**src/rtl/pipeline_control.sv**
```systemverilog
// Control and hazard unit for the 3-stage RISC-V datapath.
// Decodes the D-stage word, tracks X/M destinations, stalls on load-use, squashes after redirects.
module pipeline_control #(
    parameter logic [31:0] NOP_INST = 32'h0000_0013
) (
    input  logic        Clock,
    input  logic        Reset,
    input  logic [31:0] inst_doutb,
    input  logic        branch_taken,
    output logic [2:0]  PC_sel,
    output logic [1:0]  data_forward_ALU1,
    output logic [2:0]  data_forward_ALU2,
    output logic [3:0]  ALUop,
    output logic [1:0]  wbsrc,
    output logic        RegWr,
    output logic [3:0]  dmem_we,
    output logic        stall
);

    localparam logic [6:0] OP_R     = 7'b0110011;
    localparam logic [6:0] OP_I     = 7'b0010011;
    localparam logic [6:0] OP_LOAD  = 7'b0000011;
    localparam logic [6:0] OP_STORE = 7'b0100011;
    localparam logic [6:0] OP_BR    = 7'b1100011;
    localparam logic [6:0] OP_JAL   = 7'b1101111;
    localparam logic [6:0] OP_JALR  = 7'b1100111;
    localparam logic [6:0] OP_LUI   = 7'b0110111;
    localparam logic [6:0] OP_AUIPC = 7'b0010111;

    typedef enum logic [1:0] {RST_PC, RUN, STALL, FLUSH} state_t;

    typedef struct packed {
        logic       regwr;
        logic [4:0] rd;
        logic       is_load;
        logic [1:0] wbsrc;
        logic [1:0] size;
    } stage_t;

    localparam stage_t BUBBLE = '{regwr: 1'b0, rd: 5'd0, is_load: 1'b0,
                                  wbsrc: 2'd1, size: 2'd0};

    state_t state_q, state_d;
    stage_t x_q, x_d, m_q, dec_s;

    logic        known;
    logic [31:0] inst;
    logic [6:0]  op;
    logic [4:0]  rd, rs1, rs2;
    logic [2:0]  f3;
    logic        b30;

    always_comb begin
        unique case (inst_doutb[6:0])
            OP_R, OP_I, OP_LOAD, OP_STORE, OP_BR,
            OP_JAL, OP_JALR, OP_LUI, OP_AUIPC: known = 1'b1;
            default:                           known = 1'b0;
        endcase
    end

    // Wrong-path, reset-time and unknown words all decode as the bubble.
    assign inst = (state_q == FLUSH || state_q == RST_PC || !known)
                ? NOP_INST : inst_doutb;
    assign op  = inst[6:0];
    assign rd  = inst[11:7];
    assign f3  = inst[14:12];
    assign rs1 = inst[19:15];
    assign rs2 = inst[24:20];
    assign b30 = inst[30];

    logic       use1, use2, wr, is_ld, is_jmp, is_br;
    logic [1:0] wb, size;
    logic [3:0] aop;
    logic [2:0] bsel;

    always_comb begin
        use1   = 1'b0;
        use2   = 1'b0;
        wr     = 1'b0;
        is_ld  = 1'b0;
        is_jmp = 1'b0;
        is_br  = 1'b0;
        wb     = 2'd1;
        size   = 2'd0;
        aop    = 4'd0;
        bsel   = 3'd0;
        unique case (op)
            OP_R: begin
                use1 = 1'b1;
                use2 = 1'b1;
                wr   = 1'b1;
                aop  = {b30, f3};
            end
            OP_I: begin
                use1 = 1'b1;
                wr   = 1'b1;
                aop  = {(f3 == 3'b101) & b30, f3};
                bsel = (f3 == 3'b001 || f3 == 3'b101) ? 3'd4 : 3'd3;
            end
            OP_LOAD: begin
                use1  = 1'b1;
                wr    = 1'b1;
                is_ld = 1'b1;
                wb    = 2'd2;
                bsel  = 3'd3;
            end
            OP_STORE: begin
                use1 = 1'b1;
                use2 = 1'b1;
                unique case (f3)
                    3'b000:  size = 2'd1;
                    3'b001:  size = 2'd2;
                    3'b010:  size = 2'd3;
                    default: size = 2'd0;
                endcase
            end
            OP_BR: begin
                use1  = 1'b1;
                use2  = 1'b1;
                is_br = 1'b1;
                aop   = {1'b0, f3};
            end
            OP_JAL: begin
                wr     = 1'b1;
                is_jmp = 1'b1;
                wb     = 2'd0;
            end
            OP_JALR: begin
                use1   = 1'b1;
                wr     = 1'b1;
                is_jmp = 1'b1;
                wb     = 2'd0;
                bsel   = 3'd3;
            end
            OP_LUI: begin
                wr   = 1'b1;
                aop  = 4'b1010;
                bsel = 3'd5;
            end
            OP_AUIPC: begin
                wr   = 1'b1;
                bsel = 3'd5;
            end
            default: ;
        endcase
    end

    assign dec_s = '{regwr: wr && (rd != 5'd0), rd: rd, is_load: is_ld,
                     wbsrc: wb, size: size};

    logic xh1, xh2, mh1, mh2, lu;
    logic [1:0] fwd_a;
    logic [2:0] fwd_b;

    assign xh1 = x_q.regwr && (x_q.rd != 5'd0) && (x_q.rd == rs1);
    assign xh2 = x_q.regwr && (x_q.rd != 5'd0) && (x_q.rd == rs2);
    assign mh1 = m_q.regwr && (m_q.rd != 5'd0) && (m_q.rd == rs1);
    assign mh2 = m_q.regwr && (m_q.rd != 5'd0) && (m_q.rd == rs2);
    assign lu  = x_q.is_load && ((use1 && xh1) || (use2 && xh2));

    assign fwd_a = !use1 ? 2'd0 : xh1 ? 2'd1 : mh1 ? 2'd2 : 2'd0;
    assign fwd_b = !use2 ? bsel : xh2 ? 3'd1 : mh2 ? 3'd2 : 3'd0;

    always_comb begin
        state_d           = state_q;
        PC_sel            = 3'd1;
        stall             = 1'b0;
        x_d               = dec_s;
        data_forward_ALU1 = fwd_a;
        data_forward_ALU2 = fwd_b;
        ALUop             = aop;
        unique case (state_q)
            RST_PC: begin
                PC_sel            = 3'd4;
                data_forward_ALU1 = 2'd0;
                data_forward_ALU2 = 3'd0;
                ALUop             = 4'd0;
                x_d               = BUBBLE;
                state_d           = RUN;
            end
            FLUSH: state_d = RUN;
            default: begin
                if (lu) begin
                    PC_sel  = 3'd0;
                    stall   = 1'b1;
                    x_d     = BUBBLE;
                    state_d = STALL;
                end else if (is_jmp) begin
                    PC_sel  = 3'd2;
                    state_d = FLUSH;
                end else if (is_br && branch_taken) begin
                    PC_sel  = 3'd3;
                    state_d = FLUSH;
                end else begin
                    state_d = RUN;
                end
            end
        endcase
    end

    always_comb begin
        unique case (x_q.size)
            2'd1:    dmem_we = 4'b0001;
            2'd2:    dmem_we = 4'b0011;
            2'd3:    dmem_we = 4'b1111;
            default: dmem_we = 4'b0000;
        endcase
    end

    assign wbsrc = m_q.wbsrc;
    assign RegWr = m_q.regwr;

    logic unused_bits;
    assign unused_bits = ^{inst[31], inst[29:25], m_q.rd, m_q.is_load, m_q.size};

    always_ff @(posedge Clock or negedge Reset) begin
        if (!Reset) begin
            state_q <= RST_PC;
            x_q     <= BUBBLE;
            m_q     <= BUBBLE;
        end else begin
            state_q <= state_d;
            x_q     <= x_d;
            m_q     <= x_q;
        end
    end

endmodule

```
**config.mk**
```make
export PLATFORM = sky130hd
export DESIGN_NAME = pipeline_control
export DESIGN_NICKNAME = d
export VERILOG_FILES = /design/src/rtl/pipeline_control.sv
export SDC_FILE = /design/constraint.sdc
export NUM_CORES = 1
export LEC_CHECK = 0
export ABC_AREA = 1
export CAP_MARGIN = 0
export CORE_MARGIN = 4
export CORE_UTILIZATION = 51
export CTS_BUF_LIST = sky130_fd_sc_hd__clkbuf_4 sky130_fd_sc_hd__clkbuf_8
export CTS_CLUSTER_SIZE = 14
export DETAILED_ROUTE_END_ITERATION = 8
export PLACE_DENSITY_LB_ADDON = 0.2
export SYNTH_ARGS = -nofsm -noshare
export SYNTH_HDL_FRONTEND = slang
export SYNTH_SLANG_ARGS = --single-unit
```
**constraint.sdc**
```tcl
create_clock -name Clock -period 6.26 [get_ports Clock]
set_input_delay 1.252 -clock Clock [delete_from_list [all_inputs] [get_ports Clock]]
set_output_delay 1.252 -clock Clock [all_outputs]
set_load 0.05 [all_outputs]
```
**After elaboration in Yosys (flattened, before gate mapping)**

Index checks and enable logic that the tools add are counted.
Widths: inputs -> output; s select.

- Bits in latches: 0
- Memories: 0
- Output and inout bits: 20
- Input port bits: 35
- Register bits: 21
- Bits in writable memories: 0
- ROM bits: 0
- Logic and storage cells: 104

- Order comparisons: 0
- Add/sub/neg operators: 0
- Bitwise gates (word level): 1
- Reductions and logical operators: 29
- Multipliers: 0
- Multiplexer cells: 36
- Equal/unequal tests: 29
- Divide/modulo/power cells: 0
- Shift-type cells: 0

Operators with widths:

| cell | count |
|---|---|
| $eq 7x6->1 const B | 6 |
| $eq 7x7->1 const B | 6 |
| $mux 31 | 1 |
| $eq 7x5->1 const B | 4 |
| $mux 2 | 14 |
| $pmux 11 s2 | 1 |
| $eq 5x5->1 | 4 |
| $pmux 4 s4 | 1 |
| $reduce_bool 5->1 | 3 |
| $eq 7x2->1 const B | 2 |
| $pmux 4 s3 | 1 |
| $logic_and 1x1->1 | 11 |
| $mux 11 | 1 |
| $mux 1 | 9 |
| $mux 3 | 3 |
| $pmux 3 s3 | 1 |
| $reduce_or 9->1 | 1 |
| $reduce_or 2->1 | 4 |
| $reduce_or 7->1 | 1 |
| $eq 2x2->1 const B | 3 |
| $pmux 2 s3 | 1 |
| $pmux 3 s2 | 1 |
| $reduce_or 6->1 | 1 |
| $logic_or 1x1->1 | 4 |
| 11 further kinds | 11 |

**Logic depth before layout (Yosys ltp)**

Gate-level depths: netlist (run 1).

- Depth in word-level cells: 14
- Depth in mapped cells: 16
- Depth with buffers taken out: 16

**Least setup slack after synthesis (run 1)**

Ideal clock, no wire load.

- Path type: input to output
- Start point: input inst_doutb[1]
- End point: output PC_sel[0]
- Data required time: 5,008 ps
- Path slack: 1,881 ps
- Stages on the path: 14
- Path buffers: 0
- Arrival time: 3,127 ps
- Cells stage by stage: nand2_1 inv_1 nand3_2 nand2_1 nand2_2 nor2_8 o21ai_1 nor2_1 nand2_1 nand4_1 nand2_1 nand2_2 o21ai_2 nor2_1

- Word-level cells in the longest chain between the ends: 14
- Elaborated cells between the ends (all ways): 38
- Classes of those cells: eq/ne (18); mux (8); reduce/logical (12)

Ends and longest elaborated chain:

| item | line | RTL |
|---|---|---|
| start: declaration | 8 | `input logic [31:0] inst_doutb,` |
| $eq 7x6->1, or another cell as far along | 54 | `unique case (inst_doutb[6:0])` |
| $reduce_or 9->1 | 54 |  |
| $mux 1 | 54 |  |
| $logic_not 1->1 | 62 | `assign inst = (state_q == FLUSH \|\| state_q == RST_PC \|\| !known)` |
| $logic_or 1x1->1 | 62 |  |
| $mux 31 (*) | 63 | `? NOP_INST : inst_doutb;` |
| $eq 7x6->1, or another cell as far along | 87 | `unique case (op)` |
| $reduce_or 6->1 (no source line) or $reduce_or 3->1 (tied branches) | - |  |
| $mux 1 | 87 |  |
| $logic_and 1x1->1 | 159 | `assign lu = x_q.is_load && ((use1 && xh1) \|\| (use2 && xh2));` |
| $logic_or 1x1->1 | 159 |  |
| $logic_and 1x1->1 | 159 |  |
| $mux 2 (*) | 183 | `if (lu) begin` |
| $pmux 3 s2 (*) | 172 | `unique case (state_q)` |
| end: declaration | 10 | `output logic [2:0] PC_sel,` |

Mark *: on every way between the ends. The rest lies on a longest branch, timed or not.

**Final worst setup path (run 1)**

- Start point: input inst_doutb[2]
- End point: output PC_sel[1]

The elaborated chain is that of the path after synthesis.

==> impl_results.md, run 1 <==
- Dpl cells: approximately 330
- Root buffer cell: clkbuf_4
- LEAKAGE: 1.049 nW
- CP peak stage delay: roughly 0.81 ns
- Crit path time final: 5.592 ns
- Post-Synth Simple-Gate Area: between 40% and 50%
- Hold_buf cts: 0
- Commonest non-fill, non-tap cells in the layout: nand2_1, clkdlybuf4s50_1, nor2_1, inv_1, dfrtp_1
- Reg clk slew, reported paths: 0.11 ns
- Synth unique cells: 40
- DP HPWL: 3576 um
- Area delta synth->final: 30.98%
- Actual slew at the worst max-slew pin: roughly 0.85 ns
- Htree depth: 1
- PwrDens: approximately 160 mW/mm^2
- ANT nets after route: 0
- Port Buf Inserts: 48
- Commonest non-fill, non-tap cell in the layout: nand2_1
- Relative slew slack: 43.49%
- Critical path class: input pin to output port
- Mapped cell area: 0.001652 mm^2
- Compound-Gate Fraction of Synth Area: 8.939%
- Wire per inst: approximately 13 um
- Crit path buf inv count: 4
- Syn avg cell area: 6.882 um^2
- DRC errors left: 0
- Core area: 0.003078 mm^2
- Total Wirelength: 4433 um
- Multi-input logic area: roughly 950 um^2
- First-pass GRT wire length: slightly above 7000 um
- Grt ovf: 0
- Unrepaired setup endpoints after global routing: false
- Fmax: between 150 and 200 MHz
- Most frequent CP cell: nand2_1
- Clock buffer depth: 2
- Die Y: 64.91 um
- Finish-stage setup viols: 0
- DR iter-0 viols: 111
- Drt pass-1 iters: 4
- Site Rows: 20
- Dpl ws: 0.6867 ns
- Clk sink count: 20
- Fin worst setup slack: about 0.67 ns
- Sequential element share of the synthesized area: a little under a third
- Number of CTS-inserted buffers: 3
- Reg area: around 500 um^2
- Fin. max-slew vios: 0
- EDFF count, synth: 0
- GPL Wtd Cong: between 0.9 and 1
- Antenna violations before repair: 0
- Top Ports: 55
- Sum Neg Setup Slack: 0 ns
- Status: finished, final reports clean
- Post-cts resize count: 0
- Primary FF master, synth: dfrtp_1
- Flops & latches, synth: 20
- Largest family of logic cells by synthesized area: simple AND/OR/NAND/NOR gates
- Non-filler cells, final: 329
- Asr flop ratio synth: 100.0%
- Worst VDD drop: 122.0 uV
- Post-route core utilization: ~70%
- Die Area: 0.004213 mm^2
- Critical Path Sink Type: output port
- Crit-path cells: clkdlybuf4s50_1, inv_2, nor2_4, nand3_2, nand2_4, inv_2, nor2_8, o21ai_1, nor2_1, nand2_1, nand4_1, nand2_1, nand2_2, nand2_1, nor2_1, clkdlybuf4s50_1
- Critical Path Source Type: input pin
- Final hold viol count: 0
- Post-synthesis net count: 277
- TritonCTS clock tree: built
- CP max-delay cell: clkdlybuf4s50_1
- Vias: approximately 1,700
- Mux share of post-synthesis cell area: 0%
- Starting density of the core: 53.66%
- Fin nets: around 320
- Cells after Synth: 240
- Vias in the first global route: between 1,500 and 2,000
- Peak fanout along the critical path: 17
- Fillers: 268
- Tcrit/Tclk final: between 80 and 90%
- Pin count of the biggest net entering global routing: 21
- CP Data Arrival Time: approximately 4.3 ns
- Synth area leader: dfrtp_1
- Setup bufs post-CTS: 0
- GRT Util Overall: 21.81%
- Delay-heaviest family, CP: buffers and inverters
- Layout cells sized above 1: a little under an eighth
- Ant. Diodes: 0
- Area contributors post-synth: dfrtp_1, nand2_1, nor2_1
- Worst Path Required: ~5 ns
- Horiz. Die Dim: 64.91 um
- Post-Synth Adder-Cell Area: under 10%
- Via density: 5.228
- Synthesis Warnings: 0
- Clk_skew: 0.002413 ns
- Xor and xnor area share after synthesis: under 10%
- # Max-Cap Violations: 0
- Area share of the largest cell type after synthesis: between 20% and 30%
- Clk_lat worst skew: 0.30 ns
- Worst hold path class: register to register
[per-layer routing]
layer	global-route usage, %	vias to the layer above	part of all wire [%]
li1	-	871	-
met1	26.67	795	42
met2	40.10	48	52
met3	3.813	6	4.9
met4	3.694	0	0.81
met5	0	-	0
[worst register-to-register path: stages, from the launching register on]
cell and delay [ns]:
dfrtp_1 0.37, inv_1 0.05, ha_1 0.42, inv_2 0.08, a21oi_4 0.35, nand3b_1 0.31
nor2_1 0.16, nor2_1 0.05, nand2_1 0.11, nand4_1 0.12, nand2_1 0.10, nand2_2 0.10
inv_2 0.13, nor2_1 0.06
[Yosys cell counts, types with 3 or more instances]
cell type and n:
a21oi_1 5, nand2_1 59, nor2_4 3, nand2_2 3
nand3b_1 3, nand4_1 12, xor2_1 4, inv_2 7
nor3_1 3, nor2_1 35, o21ai_0 5, nand3_2 5
dfrtp_1 18, buf_4 4, inv_1 28, nand3_1 17
[layout make-up]
cell class / count / area share (%)
multi-input cells: 177 / 43.96
flip-flops and latches: 20 / 23.25
repair buffers: 48 / 22.21
inverters: 36 / 6.362
well taps: 44 / 2.545
clock buffers: 4 / 1.677
[path summary, 6_finish.rpt]
path                                           start                 end  slack, ns  depth (start not counted)
worst min-delay path                x_q[2]$_DFF_PN1_  wbsrc[0]$_DFF_PN1_       0.36                          0
worst max-delay path                   inst_doutb[2]           PC_sel[1]       0.67                         16
min in group asynchronous                      Reset    x_q[6]$_DFF_PN0_       1.42                          1
max in group asynchronous                      Reset  wbsrc[1]$_DFF_PN0_       4.32                          1
worst max register to register  state_q[0]$_DFF_PN0_    x_q[1]$_DFF_PN0_       3.74                         13
worst min register to register      x_q[2]$_DFF_PN1_  wbsrc[0]$_DFF_PN1_       0.36                          0
[sequential cells by signal (all words and copies together) (netlist names)]
signal,count
wbsrc,2
state_q,2
x_q,10
RegWr,1
m_q,5
[where the power goes]
group / leakage [nW] / internal (mW) / switching [mW]
registers: 0.256 / 0.137 / 0.00618
clock network: 0.0210 / 0.0355 / 0.0386
logic: 0.771 / 0.0484 / 0.0765
total: 1.05 / 0.221 / 0.121
[logic make-up (layout without fill, tap and decap cells)]
family | after synthesis | after routing
buffers and inverters | 43 | 88
adders and majority gates | 2 | 2
DFF | 20 | 20
xor gates and xnor gates | 5 | 5
and+or+nand+nor | 149 | 149
AOI/OAI and AO/OA | 21 | 21
[stage by stage]
| step | power, mW | hold slack (ns) | instance area [um^2] |
|---|---|---|---|
| 3_5_place_dp | 0.2689 | 0.3498 | 2127 |
| 4_1_cts | 0.3423 | 0.3650 | 2163 |
| 5_1_grt | 0.3619 | 0.3723 | 2163 |
| 2_1_floorplan | 0.2241 | 0.3452 | 1652 |
| 6_report | 0.3419 | 0.3641 | 2163 |
| 3_3_place_gp | 0.2677 | 0.3480 | 2127 |
(Power assumes the default switching activity.)
==> run 2, diff against run 1 <==
--- a/config.mk
+++ b/config.mk
@@ -6,7 +6,8 @@
 export NUM_CORES = 1
 export LEC_CHECK = 0
 export ABC_AREA = 1
-export CAP_MARGIN = 0
+export CAP_MARGIN = 15
+export CORE_ASPECT_RATIO = 0.7
 export CORE_MARGIN = 4
 export CORE_UTILIZATION = 51
 export CTS_BUF_LIST = sky130_fd_sc_hd__clkbuf_4 sky130_fd_sc_hd__clkbuf_8
==> run 2 against run 1 <==
Compared with the run above: power up 15%; first-iteration DRC count is 77% higher; global-route usage increased by 0.074 points; highest routed layer unchanged; largest power group unchanged; largest cell class unchanged; register-to-register slack lost 0.05 ns.
==> impl_results.md, run 2 (synthesis gave the netlist of run 1 again) <==
- Hold_ws: 0.3636 ns (-0.0004940 ns)
- Fin nets: 323 (unchanged)
- Clock buffer depth: 2 (unchanged)
- PwrDens: 179.7 mW/mm^2 (+14%)
- Commonest non-fill, non-tap cell in the layout: nand2_1
- Starting density of the core: 56.12% (+2.5 points)
- Vias in the first global route: 1,581 (-0.19%)
- Via density: 5.380 (+2.9%)
- Flop pwr share: 36.5% (-5.3 points)
- Pin count of the biggest net entering global routing: 21 (unchanged)
- Critical path class: input pin to output port
- Wire per inst: 14.40 um (+6.9%)
- Die Y: 55.61 um (-14%)
- Area delta synth->final: 32.50%
- Fin worst setup slack: 0.5665 ns (-0.1011 ns)
- Fin. max-slew vios: 0 (unchanged)
- CP peak stage delay: 0.82 ns (about the same)
- Clk_skew: 0.003523 ns (+0.001111 ns)
- Number of CTS-inserted buffers: 3 (unchanged)
- Root buffer cell: clkbuf_8
- Largest Register: x_q
- Critical Path Source Type: input pin
- First-pass GRT wire length: 7652 um (+5.8%)
- Biggest regs: x_q x10, m_q x5
- Clk sink count: 20 (unchanged)
- Total power: 393.2 uW (+15%)
- Ant. Diodes: 0 (unchanged)
- Commonest non-fill, non-tap cells in the layout: nand2_1, clkdlybuf4s50_1, nor2_1, inv_1, dfrtp_1
- Non-filler cells, final: 321 (-2.4%)
- LEAKAGE: 1.063 nW (+1.4%)
- Relative slew slack: 46.22% (+2.7 points)
- Crit-path cells: clkdlybuf4s50_1, inv_2, nor2_4, nand3_2, nand2_4, inv_2, nor2_8, nand3_2, nand2_1, inv_2, nand2_1, nand4_1, nand2_1, nand2_2, inv_2, clkdlybuf4s50_1
- Fmax: 175.6 MHz (-1.8%)
- DRC errors left: 0 (unchanged)
- ANT nets after route: 0 (unchanged)
- Peak fanout along the critical path: 17 (unchanged)
- Top Ports: 55 (unchanged)
- Clk_lat worst skew: 0.25 ns (-0.05 ns)
- Htree depth: 1 (unchanged)
- Clock power frac: 31.5% (+9.8 points)
- Sw Share: 31.22% (-4.3 points)
- Worst hold path class: register to register
- GPL Wtd Cong: 0.9610 (+5.1%)
- # Max-Cap Violations: 0 (unchanged)
- Crit path time final: 5.693 ns (+0.1011 ns)
- Antenna violations before repair: 0 (unchanged)
- Worst Path Required: 5.01 ns (about the same)
- Reg clk slew, reported paths: 0.07 ns (-0.04 ns)
- GRT Util Overall: 21.89% (+0.074 points)
- Sum Neg Setup Slack: 0 ns (unchanged)
- Comb power frac: 32.0% (-4.5 points)
- Critical Path Sink Type: output port
- Port Buf Inserts: 48 (unchanged)
- Dpl cells: 317 (-2.5%)
- Finish-stage setup viols: 0 (unchanged)
- Layout cells sized above 1: 11.93% (unchanged)
- Tcrit/Tclk final: 90.95% (+1.6 points)
- Most frequent CP cell: inv_2
- CP Data Arrival Time: 4.44 ns (+0.10 ns)
- Actual slew at the worst max-slew pin: 0.8042 ns (-0.04088 ns)
- Core area: 0.002943 mm^2 (-4.4%)
- Dpl ws: 0.6163 ns (-0.07037 ns)
- Drt pass-1 iters: 5 (+1)
- Setup bufs post-CTS: 0 (unchanged)
- Unrepaired setup endpoints after global routing: false
- Max reg flops: 10 (unchanged)
- Sw Pwr: 122.8 uW (+1.2%)
- Site Rows: 16 (-20%)
- CP max-delay cell: clkdlybuf4s50_1
- Total Wirelength: 4624 um (+4.3%)
- Vias: 1,727 (+0.41%)
- Worst VDD drop: 230.4 uV (+89%)
- Final hold viol count: 0 (unchanged)
- Die Area: 0.004227 mm^2 (+0.34%)
- DP HPWL: 3699 um (+3.4%)
- Grt ovf: 0 (unchanged)
- Internal: 270.4 uW (+23%)
- DR iter-0 viols: 197 (+77%)
- Horiz. Die Dim: 76.02 um (+17%)
- Post-cts resize count: 0 (unchanged)
- TritonCTS clock tree: built
- Status: finished, final reports clean
- Hold_buf cts: 0 (unchanged)
[run 2: critical path: cells and delay by family]
family                 cells  cell delay [ns]
buffers and inverters      6             1.69
and+or+nand+nor           10             1.48
[run 2: cell type report]
type / instances / area (um^2)
clock buffers: 3 / 41.29
inverters: 36 / 137.6
clock inverters: 1 / 30.03
flip-flops and latches: 20 / 503.0
multi-input cells: 177 / 950.9
fillers: 232 / 754.5
well taps: 36 / 45.04
repair buffers: 48 / 480.5
[run 2: power groups by stage]
stage | Sequential [mW] | Clock (mW) | Combinational [mW]
2_1_floorplan | 0.147 | 0 | 0.0775
3_3_place_gp | 0.146 | 0 | 0.124
3_5_place_dp | 0.146 | 0 | 0.124
4_1_cts | 0.143 | 0.125 | 0.125
5_1_grt | 0.144 | 0.131 | 0.136
6_report | 0.143 | 0.124 | 0.126
[run 2: metrics by stage]
stage,utilization (%),area (um^2)
after CTS,74.36,2188
after global placement,71.94,2117
after detailed placement,71.94,2117
after floorplan,-,1652
final,74.36,2188
after global routing,74.36,2188
[run 2: final timing paths]
| kind | startpoint | end | slack [ns] | depth (start not counted) |
|---|---|---|---|---|
| min reg2reg | x_q[2]$_DFF_PN1_ | wbsrc[0]$_DFF_PN1_ | 0.36 | 0 |
| max | inst_doutb[2] | stall | 0.57 | 16 |
| max in group asynchronous | Reset | x_q[1]$_DFF_PN0_ | 4.30 | 1 |
| max reg2reg | state_q[0]$_DFF_PN0_ | x_q[1]$_DFF_PN0_ | 3.69 | 13 |
| min in group asynchronous | Reset | m_q[8]$_DFF_PN0_ | 1.46 | 1 |
| min | x_q[2]$_DFF_PN1_ | wbsrc[0]$_DFF_PN1_ | 0.36 | 0 |
[run 2: per-layer routing]
metal  vias to the layer above  GRT usage [%]  share of wire (%)  routed length, um
li1                        857              -                  -                  -
met1                       774          34.71                 49               2251
met2                        92          29.39                 40               1843
met3                         4          4.531                 11                507
met4                         0          5.584               0.45                 21
met5                         -              0                  0                  0
